<file path="src/rtl/scan_chain_sink_pkg.sv">
// Shared types and sizing helpers for the scan chain tail deserialiser.
package scan_chain_sink_pkg;

  typedef enum logic {
    IDLE  = 1'b0,
    SHIFT = 1'b1
  } state_e;

  // Bit counter only needs to index 0..width-1; keep at least one bit.
  function automatic int bitcnt_width(input int width);
    return (width <= 2) ? 1 : $clog2(width);
  endfunction

  localparam int DEFAULT_WIDTH    = 8;
  localparam int DEFAULT_BITCNT_W = bitcnt_width(DEFAULT_WIDTH);

endpackage

</file>
<file path="src/rtl/scan_chain_sink_obuf.sv">
// One-entry valid/ready output register with overflow detect and a
// delivered-word counter.
module scan_chain_sink_obuf
  import scan_chain_sink_pkg::*;
#(
  parameter int WIDTH = 8,
  parameter int CNT_W = 16
) (
  input  logic             clk_i,
  input  logic             rst_i,
  input  logic [WIDTH-1:0] word_i,
  input  logic             word_valid_i,
  input  logic             ready_i,
  input  logic             clr_i,
  output logic [WIDTH-1:0] q_o,
  output logic             q_valid_o,
  output logic             ovf_o,
  output logic [CNT_W-1:0] count_o
);

  logic [WIDTH-1:0] q_q, q_d;
  logic             valid_q, valid_d;
  logic             ovf_q, ovf_d;
  logic [CNT_W-1:0] count_q, count_d;
  logic             xfer;
  logic             drop;

  // Handshake: a word moves when valid and ready are both high at a rising
  // edge; Q is held stable while valid is high and ready is low.
  assign xfer = valid_q & ready_i;

  always_comb begin
    q_d     = q_q;
    valid_d = valid_q;
    drop    = 1'b0;
    if (word_valid_i && (!valid_q || ready_i)) begin
      q_d     = word_i;
      valid_d = 1'b1;
    end else begin
      if (word_valid_i) drop = 1'b1;
      if (xfer) valid_d = 1'b0;
    end
  end

  // New events win over a same-cycle clear; a transfer under clear counts as one.
  always_comb begin
    ovf_d   = drop ? 1'b1 : (clr_i ? 1'b0 : ovf_q);
    count_d = count_q;
    if (xfer)       count_d = clr_i ? CNT_W'(1) : count_q + CNT_W'(1);
    else if (clr_i) count_d = '0;
  end

  always_ff @(posedge clk_i or posedge rst_i) begin
    if (rst_i) begin
      q_q     <= '0;
      valid_q <= 1'b0;
      ovf_q   <= 1'b0;
      count_q <= '0;
    end else begin
      q_q     <= q_d;
      valid_q <= valid_d;
      ovf_q   <= ovf_d;
      count_q <= count_d;
    end
  end

  assign q_o       = q_q;
  assign q_valid_o = valid_q;
  assign ovf_o     = ovf_q;
  assign count_o   = count_q;

endmodule

</file>
<file path="src/rtl/scan_chain_sink.sv">
// Scan chain tail: samples SI while SE is high, deserialises LSB-first into
// WIDTH-bit words and hands them to a one-entry valid/ready output register.
module scan_chain_sink
  import scan_chain_sink_pkg::*;
#(
  parameter int WIDTH = 8,
  parameter int CNT_W = 16
) (
  input  logic             CLK,
  input  logic             RST,
  input  logic             SE,
  input  logic             SI,
  output logic [WIDTH-1:0] Q,
  output logic             Q_VALID,
  input  logic             Q_READY,
  output logic             OVF,
  output logic             PART,
  input  logic             CLR,
  output logic [CNT_W-1:0] COUNT
);

  localparam int             BCW      = bitcnt_width(WIDTH);
  localparam logic [BCW-1:0] LAST_IDX = BCW'(WIDTH - 1);

  state_e           state_q, state_d;
  logic [BCW-1:0]   bitcnt_q, bitcnt_d;
  logic [WIDTH-1:0] shreg_q, shreg_d;
  logic [WIDTH-1:0] word;
  logic             word_done;
  logic             part_set;
  logic             part_q, part_d;

  always_comb begin
    state_d   = state_q;
    bitcnt_d  = bitcnt_q;
    shreg_d   = shreg_q;
    word      = shreg_q;
    word_done = 1'b0;
    part_set  = 1'b0;
    case (state_q)
      IDLE: begin
        if (SE) begin
          word    = '0;
          word[0] = SI;
          state_d = SHIFT;
          if (WIDTH == 1) begin
            word_done = 1'b1;
            shreg_d   = '0;
            bitcnt_d  = '0;
          end else begin
            shreg_d  = word;
            bitcnt_d = BCW'(1);
          end
        end
      end
      SHIFT: begin
        if (SE) begin
          word[bitcnt_q] = SI;
          // Completing a word keeps us in SHIFT so the next word can follow directly.
          if (bitcnt_q == LAST_IDX) begin
            word_done = 1'b1;
            shreg_d   = '0;
            bitcnt_d  = '0;
          end else begin
            shreg_d  = word;
            bitcnt_d = bitcnt_q + BCW'(1);
          end
        end else begin
          state_d  = IDLE;
          shreg_d  = '0;
          bitcnt_d = '0;
          if (bitcnt_q != '0) part_set = 1'b1;
        end
      end
      default: begin
        state_d  = IDLE;
        shreg_d  = '0;
        bitcnt_d = '0;
      end
    endcase
    part_d = part_set ? 1'b1 : (CLR ? 1'b0 : part_q);
  end

  always_ff @(posedge CLK or posedge RST) begin
    if (RST) begin
      state_q  <= IDLE;
      bitcnt_q <= '0;
      shreg_q  <= '0;
      part_q   <= 1'b0;
    end else begin
      state_q  <= state_d;
      bitcnt_q <= bitcnt_d;
      shreg_q  <= shreg_d;
      part_q   <= part_d;
    end
  end

  assign PART = part_q;

  scan_chain_sink_obuf #(
    .WIDTH(WIDTH),
    .CNT_W(CNT_W)
  ) u_obuf (
    .clk_i       (CLK),
    .rst_i       (RST),
    .word_i      (word),
    .word_valid_i(word_done),
    .ready_i     (Q_READY),
    .clr_i       (CLR),
    .q_o         (Q),
    .q_valid_o   (Q_VALID),
    .ovf_o       (OVF),
    .count_o     (COUNT)
  );

endmodule

</file>
<file path="config.mk">
export PLATFORM = sky130hd
export DESIGN_NAME = scan_chain_sink
export DESIGN_NICKNAME = d
export VERILOG_FILES = /design/src/rtl/scan_chain_sink_pkg.sv /design/src/rtl/scan_chain_sink_obuf.sv /design/src/rtl/scan_chain_sink.sv
export SDC_FILE = /design/constraint.sdc
export NUM_CORES = 1
export LEC_CHECK = 0
export ABC_AREA = 1
export CAP_MARGIN = 30
export CORE_MARGIN = 3
export CORE_UTILIZATION = 62
export CTS_CLUSTER_DIAMETER = 30
export DETAILED_ROUTE_END_ITERATION = 10
export DONT_BUFFER_PORTS = 1
export PLACE_DENSITY = 0.79
export SLEW_MARGIN = 0
export SYNTH_ARGS = -nofsm -noshare
export SYNTH_HDL_FRONTEND = slang
export SYNTH_SLANG_ARGS = --single-unit
</file>
<file path="constraint.sdc">
create_clock -name CLK -period 2.25 [get_ports CLK]
set_clock_uncertainty 0.05 [all_clocks]
set_input_delay 0.45 -clock CLK [delete_from_list [all_inputs] [get_ports CLK]]
set_output_delay 0.45 -clock CLK [all_outputs]
set_load 0.005 [all_outputs]
</file>
==> results.txt, run 1 <==
- Run status: finished clean
* Async set or reset register ratio after synthesis: 1.00
* Crit path DAT: 1.79 ns
* Detailed-route DRC error count: 0
* Fraction of layout instances using a drive strength above 1: 0.0935
* Maximum number of pins on one net before global-route repair: 40
- Setup Fix Bufs, Post-CTS: 0
* Root buffer cell: sky130_fd_sc_hd__clkbuf_4
* Number of hold buffers added after CTS: 0
- In the synthesized netlist, the number of instances is 243.
* RD Place Congestion: 0.852
- Layout net count: ~260
* Cell area after synthesis: roughly 2000 µm²
- Critical path start-end classification: reg2reg
- Post-DP HPWL: 2720 µm
- Number of standard cells in the layout, taps in and fillers out: 290
- The synthesized design contains 39 register bits.
- Relative slew margins: 0.676
* Worst supply voltage drop on vdd: 0.369 mV
- Antenna-violating nets left: 0
* Maximum capacitance violations: 0
* Clock latency on the worst-skew pair: 0.33 ns
* TritonCTS clock tree: done
- Leakage power: 0.000919 µW
- Share of synthesized area occupied by flip-flops and latches: 0.485
- Cells taking the most area after synthesis: sky130_fd_sc_hd__dfrtp_1 48%, sky130_fd_sc_hd__nand2_1 8.8%, sky130_fd_sc_hd__nand3_1 7.0%
* Sum of routed wire length over all layers: 3860 µm
- The synthesized design contains 0 enable-type register cells.
- Setup repair after global routing left no endpoint under its margin.
* Achievable clock frequency: 0.630 GHz
- The setup check on the worst reg-to-reg path leaves a slack of 0.66 ns.
- 0 antenna diodes ended up in the layout.
- Highest net fanout along the worst path: 16
* Class of the worst hold path: in2async
- Num CTS Buffers: 5
- CP required: 2.46 ns
* Synth top cells by count: 47 x sky130_fd_sc_hd__nand2_1, 39 x sky130_fd_sc_hd__dfrtp_1, 28 x sky130_fd_sc_hd__nand3_1, 22 x sky130_fd_sc_hd__nor2_1
- Ratio of final minimum period to clock period: 0.705
- Including well taps, the total number of placed cells is 282.
- Count of pins over their slew limit: 0
- Initial core utilization: 0.654
- Grt ovf: 0
- Category of the worst setup path capture point: flip-flop
- sky130_fd_sc_hd__dfrtp_1 takes more of the synthesized area than any other cell.
* Port Buffers: 0
- Final non-filler cell area: 2070 µm²
* Synthesized area divided by synthesized cell count: 8.28 µm²
- Antenna violations before repair: 0
- Ports: 33
- Vias in the first global route: around 1600
- The number of nets in the synthesized netlist is 253.
- In this run the number of H-tree levels came out at 2.
- In the final routed layout, each cell accounts on average for 13.3 µm.
* Core Footprint: 3080 µm²
* Number of hold violations in the final report: 0
- The share of synthesized area in the top cell type comes to 0.485.
- GR Util All Layers: 0.218
- Endpoints failing setup: 0
- From bottom edge to top edge, the die measures 63.0 µm.
- The area growth from synthesis to layout is 3.05%.
- Pwr Density: 604 nW/µm²
- The completed layout was analyzed and its total power is 1250 µW.
* Clock sinks: 39
- Total cell area at the placement stage: between 2000 and 2500 µm²
- The floorplan step set the die width to 63.0 µm.
* Via density per instance: 5.56
* TritonRoute pass-1 iters: 4
- Clock-pin slew was measured on the worst setup and hold paths at 0.11 ns.
* First-pass GRT wire length: ~6900 µm
- Row count: 20
- # resized after CTS: 0
- Count of synthesis-stage warnings from yosys: 0
- Worst slew pin tran: about 0.5 ns
* Post-route minimum period: 1.59 ns
* Distinct cell type count of the synthesized netlist: 30
- Most frequent cell after synthesis: sky130_fd_sc_hd__nand2_1
- Summing over every cut layer, the via total after detailed routing is approximately 1600.
- Total Neg Setup Slack: 0 ns
- Prevailing post-synth register cell: sky130_fd_sc_hd__dfrtp_1
- STA classifies the critical path startpoint as a flip-flop.
* Die area: roughly 4000 µm²
- In this run the deepest clock path goes through 2 buffers.
* Number of DRC violations after detailed-routing iteration 0: 83
[sequential cells by signal, summed over array words and instances, names as in the netlist]
name and flops:
shreg_q 8, u_obuf.count_o 16, u_obuf.q_valid_o 1, PART 1, u_obuf.q_o 8, bitcnt_q 3
u_obuf.ovf_o 1, state_q 1
[routing by layer]
layer,up-vias,global-route usage,part of all wire
met1,775,0.244,0.44
li1,813,-,-
met2,21,0.406,0.52
met3,2,0.0504,0.040
met4,0,0.0689,0.0034
met5,-,0,0
[worst paths after layout]
kind	start	to	depth (start not counted)
setup / recovery	bitcnt_q[0]	u_obuf.q_o[3]	8
hold / removal	RST	u_obuf.count_o[12]	2
setup reg to reg	bitcnt_q[0]	u_obuf.q_o[3]	8
hold reg to reg	shreg_q[4]	shreg_q[4]	2
max in group asynchronous	RST	u_obuf.count_o[3]	2
min in group CLK	SE	state_q	0
[cells by family (layout without fill, tap and decap cells)]
group / Yosys count / count (layout) / share of synthesized area
simple gates: 122 / 122 / 0.289
compound gates: 46 / 46 / 0.124
flops: 39 / 39 / 0.485
buf+inv: 31 / 34 / 0.0733
fa+ha+maj: 4 / 4 / 0.0249
xor+xnor: 1 / 1 / 0.00435
[layout make-up]
| type | count | area (µm²) |
|---|---|---|
| Fill cell | 287 | 1000 |
| Clock inverter | 1 | 5.00 |
| Timing Repair Buffer | 1 | 7.51 |
| Clock buffer | 7 | 45.0 |
| Sequential cell | 39 | 976 |
| Multi-Input combinational cell | 173 | 890 |
| Inverter | 25 | 96.3 |
| Tap cell | 44 | 55.1 |
[worst max-delay path, cell delays in order, from the launching register on]
cell and delay, ns:
sky130_fd_sc_hd__dfrtp_1 0.49, sky130_fd_sc_hd__ha_1 0.19, sky130_fd_sc_hd__ha_1 0.13, sky130_fd_sc_hd__inv_1 0.08, sky130_fd_sc_hd__nor2_4 0.12, sky130_fd_sc_hd__nand2_2 0.08
sky130_fd_sc_hd__inv_4 0.16, sky130_fd_sc_hd__nor2_1 0.07, sky130_fd_sc_hd__a21oi_1 0.14
[per-stage QoR]
stage | setup WS (ns) | util | hold WS (ns)
global route | 0.517 | 0.674 | 0.0666
global placement | 0.774 | 0.658 | 0.433
finish | 0.663 | 0.674 | 0.0502
CTS | 0.668 | 0.674 | 0.0562
detailed placement | 0.705 | 0.658 | 0.433
floorplan | 0.753 | - | 0.431
[power by group]
part           switching, µW  total (µW)  internal, µW
clock network            218         340           122
logic                   86.6         131          44.5
registers               43.0         781           738
[cells in the final DEF (no fill, tap or decap)]
cell / Yosys / layout
sky130_fd_sc_hd__nand2_2: 2 / 2
sky130_fd_sc_hd__clkinv_2: 0 / 1
sky130_fd_sc_hd__nor2_2: 4 / 4
sky130_fd_sc_hd__inv_1: 21 / 21
sky130_fd_sc_hd__nand2_1: 47 / 47
sky130_fd_sc_hd__clkbuf_4: 0 / 5
sky130_fd_sc_hd__nand2_4: 1 / 1
sky130_fd_sc_hd__nor3b_1: 1 / 1
sky130_fd_sc_hd__inv_4: 1 / 1
sky130_fd_sc_hd__nor2_4: 3 / 3
sky130_fd_sc_hd__a21oi_2: 2 / 2
sky130_fd_sc_hd__o21ai_0: 21 / 21
sky130_fd_sc_hd__inv_2: 1 / 1
sky130_fd_sc_hd__nor3_1: 2 / 2
sky130_fd_sc_hd__ha_1: 4 / 4
sky130_fd_sc_hd__clkbuf_1: 2 / 2
sky130_fd_sc_hd__nor2_1: 22 / 22
sky130_fd_sc_hd__xor2_1: 1 / 1
sky130_fd_sc_hd__nand3_1: 28 / 28
sky130_fd_sc_hd__buf_4: 1 / 1
sky130_fd_sc_hd__a21oi_1: 17 / 17
sky130_fd_sc_hd__o21ai_1: 3 / 3
sky130_fd_sc_hd__o22ai_1: 1 / 1
sky130_fd_sc_hd__and3_1: 2 / 2
sky130_fd_sc_hd__nand3_2: 2 / 2
sky130_fd_sc_hd__nand4_1: 8 / 8
sky130_fd_sc_hd__a32o_1: 2 / 2
sky130_fd_sc_hd__dfrtp_1: 39 / 39
sky130_fd_sc_hd__clkinv_1: 2 / 2
No activity file was read; power rests on OpenSTA's default activity.
==> inputs of run 2 (changes only) <==
--- a/config.mk
+++ b/config.mk
@@ -8,11 +8,11 @@
 export ABC_AREA = 1
 export CAP_MARGIN = 30
 export CORE_MARGIN = 3
-export CORE_UTILIZATION = 62
+export CORE_UTILIZATION = 56
 export CTS_CLUSTER_DIAMETER = 30
 export DETAILED_ROUTE_END_ITERATION = 10
 export DONT_BUFFER_PORTS = 1
-export PLACE_DENSITY = 0.79
+export PLACE_DENSITY = 0.75
 export SLEW_MARGIN = 0
 export SYNTH_ARGS = -nofsm -noshare
 export SYNTH_HDL_FRONTEND = slang
==> constraint.sdc (replaced) <==
create_clock -name CLK -period 1.3 [get_ports CLK]
set_clock_uncertainty 0.05 [all_clocks]
set_input_delay 0.26 -clock CLK [delete_from_list [all_inputs] [get_ports CLK]]
set_output_delay 0.26 -clock CLK [all_outputs]
set_load 0.005 [all_outputs]
==> results.txt, run 2 (synthesis gave the netlist of run 1 again) <==
- The final reports fail on setup timing.
- Setup repair after global routing could not meet its margin everywhere.
* Number of hold violations in the final report: 0
- Wires add up to 4820 µm.
* Final WS setup: -0.0782 ns
* CP required: 1.50 ns
- Maximum capacitance violations: 0
- Headroom to the max-slew limit came out at 0.671.
* Area grow syn2layout: 26.2%
- Largest buffer count on any clock path: 2
- GR Util All Layers: 0.222
* Ports: 33
- The wire-length estimate of the detail-placed layout is 2980 µm.
* Leakage power: 0.00111 µW
- Clock-pin slew was measured on the worst setup and hold paths at 0.12 ns.
- Inserted Diodes: 0
- STA classifies the critical path endpoint as a flip-flop.
- Setup violations remaining at the end of the flow were counted as 16.
* Fin Hold WS: 0.00798 ns
- Slowest stage delay, CP: 0.39 ns
- Of the cells placed in the final design, the portion with a size suffix greater than 1 is 0.295.
* Run status: finished, violations left
- Timing analysis after detailed placement gives a worst setup slack of -0.0944 ns.
* Number of DRC violations after detailed-routing iteration 0: 147
- The first global-routing pass estimated approximately 7300 µm of wire.
- Maximum number of pins on one net before global-route repair: 40
* Post-route minimum period: 1.38 ns
* Worst supply voltage drop on vdd: 0.761 mV
* Root buffer cell: sky130_fd_sc_hd__clkbuf_4
* Antenna violations before repair: 0
* TritonCTS clock tree: done
- The worst setup path is launched from a flip-flop.
- For this run, the share of the core covered by cells in the final layout is 0.749.
- Final non-filler cell area: approximately 2500 µm²
- The count of buffers added on input and output ports is 0.
- Via density per instance: 5.63
- Dividing the final minimum period by the clock period gives 1.06.
* TritonRoute pass-1 iters: 7
* Antenna-violating nets left: 0
- In the final routed layout, each cell accounts on average for between 15 and 20 µm.
- Clock latency on the worst-skew pair: 0.34 ns
* Count of pins over their slew limit: 0
- Clock sinks: 39
- Commonest cells after routing, fill and taps aside: 44 x sky130_fd_sc_hd__nand2_1, 37 x sky130_fd_sc_hd__dfrtp_1, 25 x sky130_fd_sc_hd__nand3_1
* Number of filler cells placed in the layout: 242
* Critical path start-end classification: reg2reg
- Core Footprint: around 3400 µm²
- Initial core utilization: 0.594
- Row count: 21
- STA puts the critical path data arrival time at 1.57 ns.
- Summed over all layers, the global routing overflow is 0.
- Layout net count: 284
- The number of global-route vias before repair was 1707.
- Timing would allow up to approximately 0.73 GHz.
- Cell class contributing the biggest share of worst-path delay: simple AND/OR/NAND/NOR gates
* Chip width: 66.0 µm
* Die area: roughly 4400 µm²
* Class of the worst hold path: in2reg
- Along the worst path, the maximum fanout reaches 5.
- The critical path contains buffers and inverters numbering 0 combined.
- The register with the most flip-flops in the layout has 16 of them.
- Overall via count from detail_route: 1806
* Num CTS Buffers: 5
- RD Place Congestion: 0.793
* Max H-tree Level: 2
- Die Span Y: 66.0 µm
- Detailed-route DRC error count: 0
- After detailed placement, the total cell area comes to between 2000 and 2500 µm².
* Cells along the critical path: ha_2 -> nand4_1 -> nor2_4 -> nand2_2 -> o21ai_1 -> nor2_1
- Pwr Density: 1030 nW/µm²
* Most common cell after layout, fill and taps aside: sky130_fd_sc_hd__nand2_1
- Worst slew pin tran: around 0.49 ns
* Slowest-stage cell, CP: sky130_fd_sc_hd__dfrtp_1
[run 2: cell count changes in the layout (fill, tap and decap cells not counted), sizes merged]
cell         before  now
buf               1   25
bufinv            0    1
clkbuf            7    5
clkinv            3    4
dlygate4sd3       0    4
inv              23   24
[run 2: path summary, 6_finish.rpt]
kind	cells past startpoint	from	slack [ns]	end
setup / recovery	6	u_obuf.count_o[0]	-0.08	u_obuf.count_o[12]
hold / removal	2	SE	0.008	bitcnt_q[2]
setup reg to reg	6	u_obuf.count_o[0]	-0.08	u_obuf.count_o[12]
hold reg to reg	2	shreg_q[5]	0.49	shreg_q[5]
max in group asynchronous	3	RST	0.64	u_obuf.q_valid_o
min in group asynchronous	3	RST	0.35	u_obuf.q_o[0]
[run 2: stage by stage]
| stage | TNS, ns | total power [µW] | std cells |
|---|---|---|---|
| after floorplan | -0.712 | 1570 | 243 |
| after global placement | -0.430 | 1680 | 303 |
| after detailed placement | -0.837 | 1690 | 303 |
| after CTS | -0.311 | 2520 | 316 |
| after global routing | -2.01 | 2740 | 321 |
| final | -0.548 | 2610 | 321 |
[run 2: report_power, final]
part / switching (µW) / leakage, µW / total (µW) / internal (µW)
Clock: 419 / 0.0000452 / 824 / 405
Sequential: 73.4 / 0.000531 / 1350 / 1280
Combinational: 240 / 0.000536 / 439 / 198
Total: 733 / 0.00111 / 2610 / 1880
[run 2: area by class of cell]
| class | instances | area [µm²] | share of cell area |
|---|---|---|---|
| timing repair inverter | 1 | 6.26 | 0.00246 |
| inverter | 25 | 109 | 0.0429 |
| sequential | 39 | 978 | 0.385 |
| timing repair buffer | 29 | 263 | 0.103 |
| tap | 46 | 57.6 | 0.0227 |
| clock buffer | 5 | 37.5 | 0.0148 |
| clock inverter | 3 | 43.8 | 0.0172 |
| multi-input combinational | 173 | 1040 | 0.411 |
[run 2: repair_timing]
item                                    4_1_cts  5_1_grt
buffers inserted                              1        4
pin swaps                                     1        8
endpoints found under the hold margin        46       10
resized for setup                            15       45
hold buffers                                  3        1
endpoints found under the setup margin       22       29
cloned                                        1        0
[run 2: per-layer routing]
layer / vias up / routed length (µm) / track usage / share of wire
li1: 889 / - / - / -
met1: 858 / 1990 / 0.252 / 0.41
met2: 50 / 2510 / 0.393 / 0.52
met3: 9 / 263 / 0.0697 / 0.055
met4: 0 / 61 / 0.0736 / 0.013
met5: - / 0 / 0 / 0
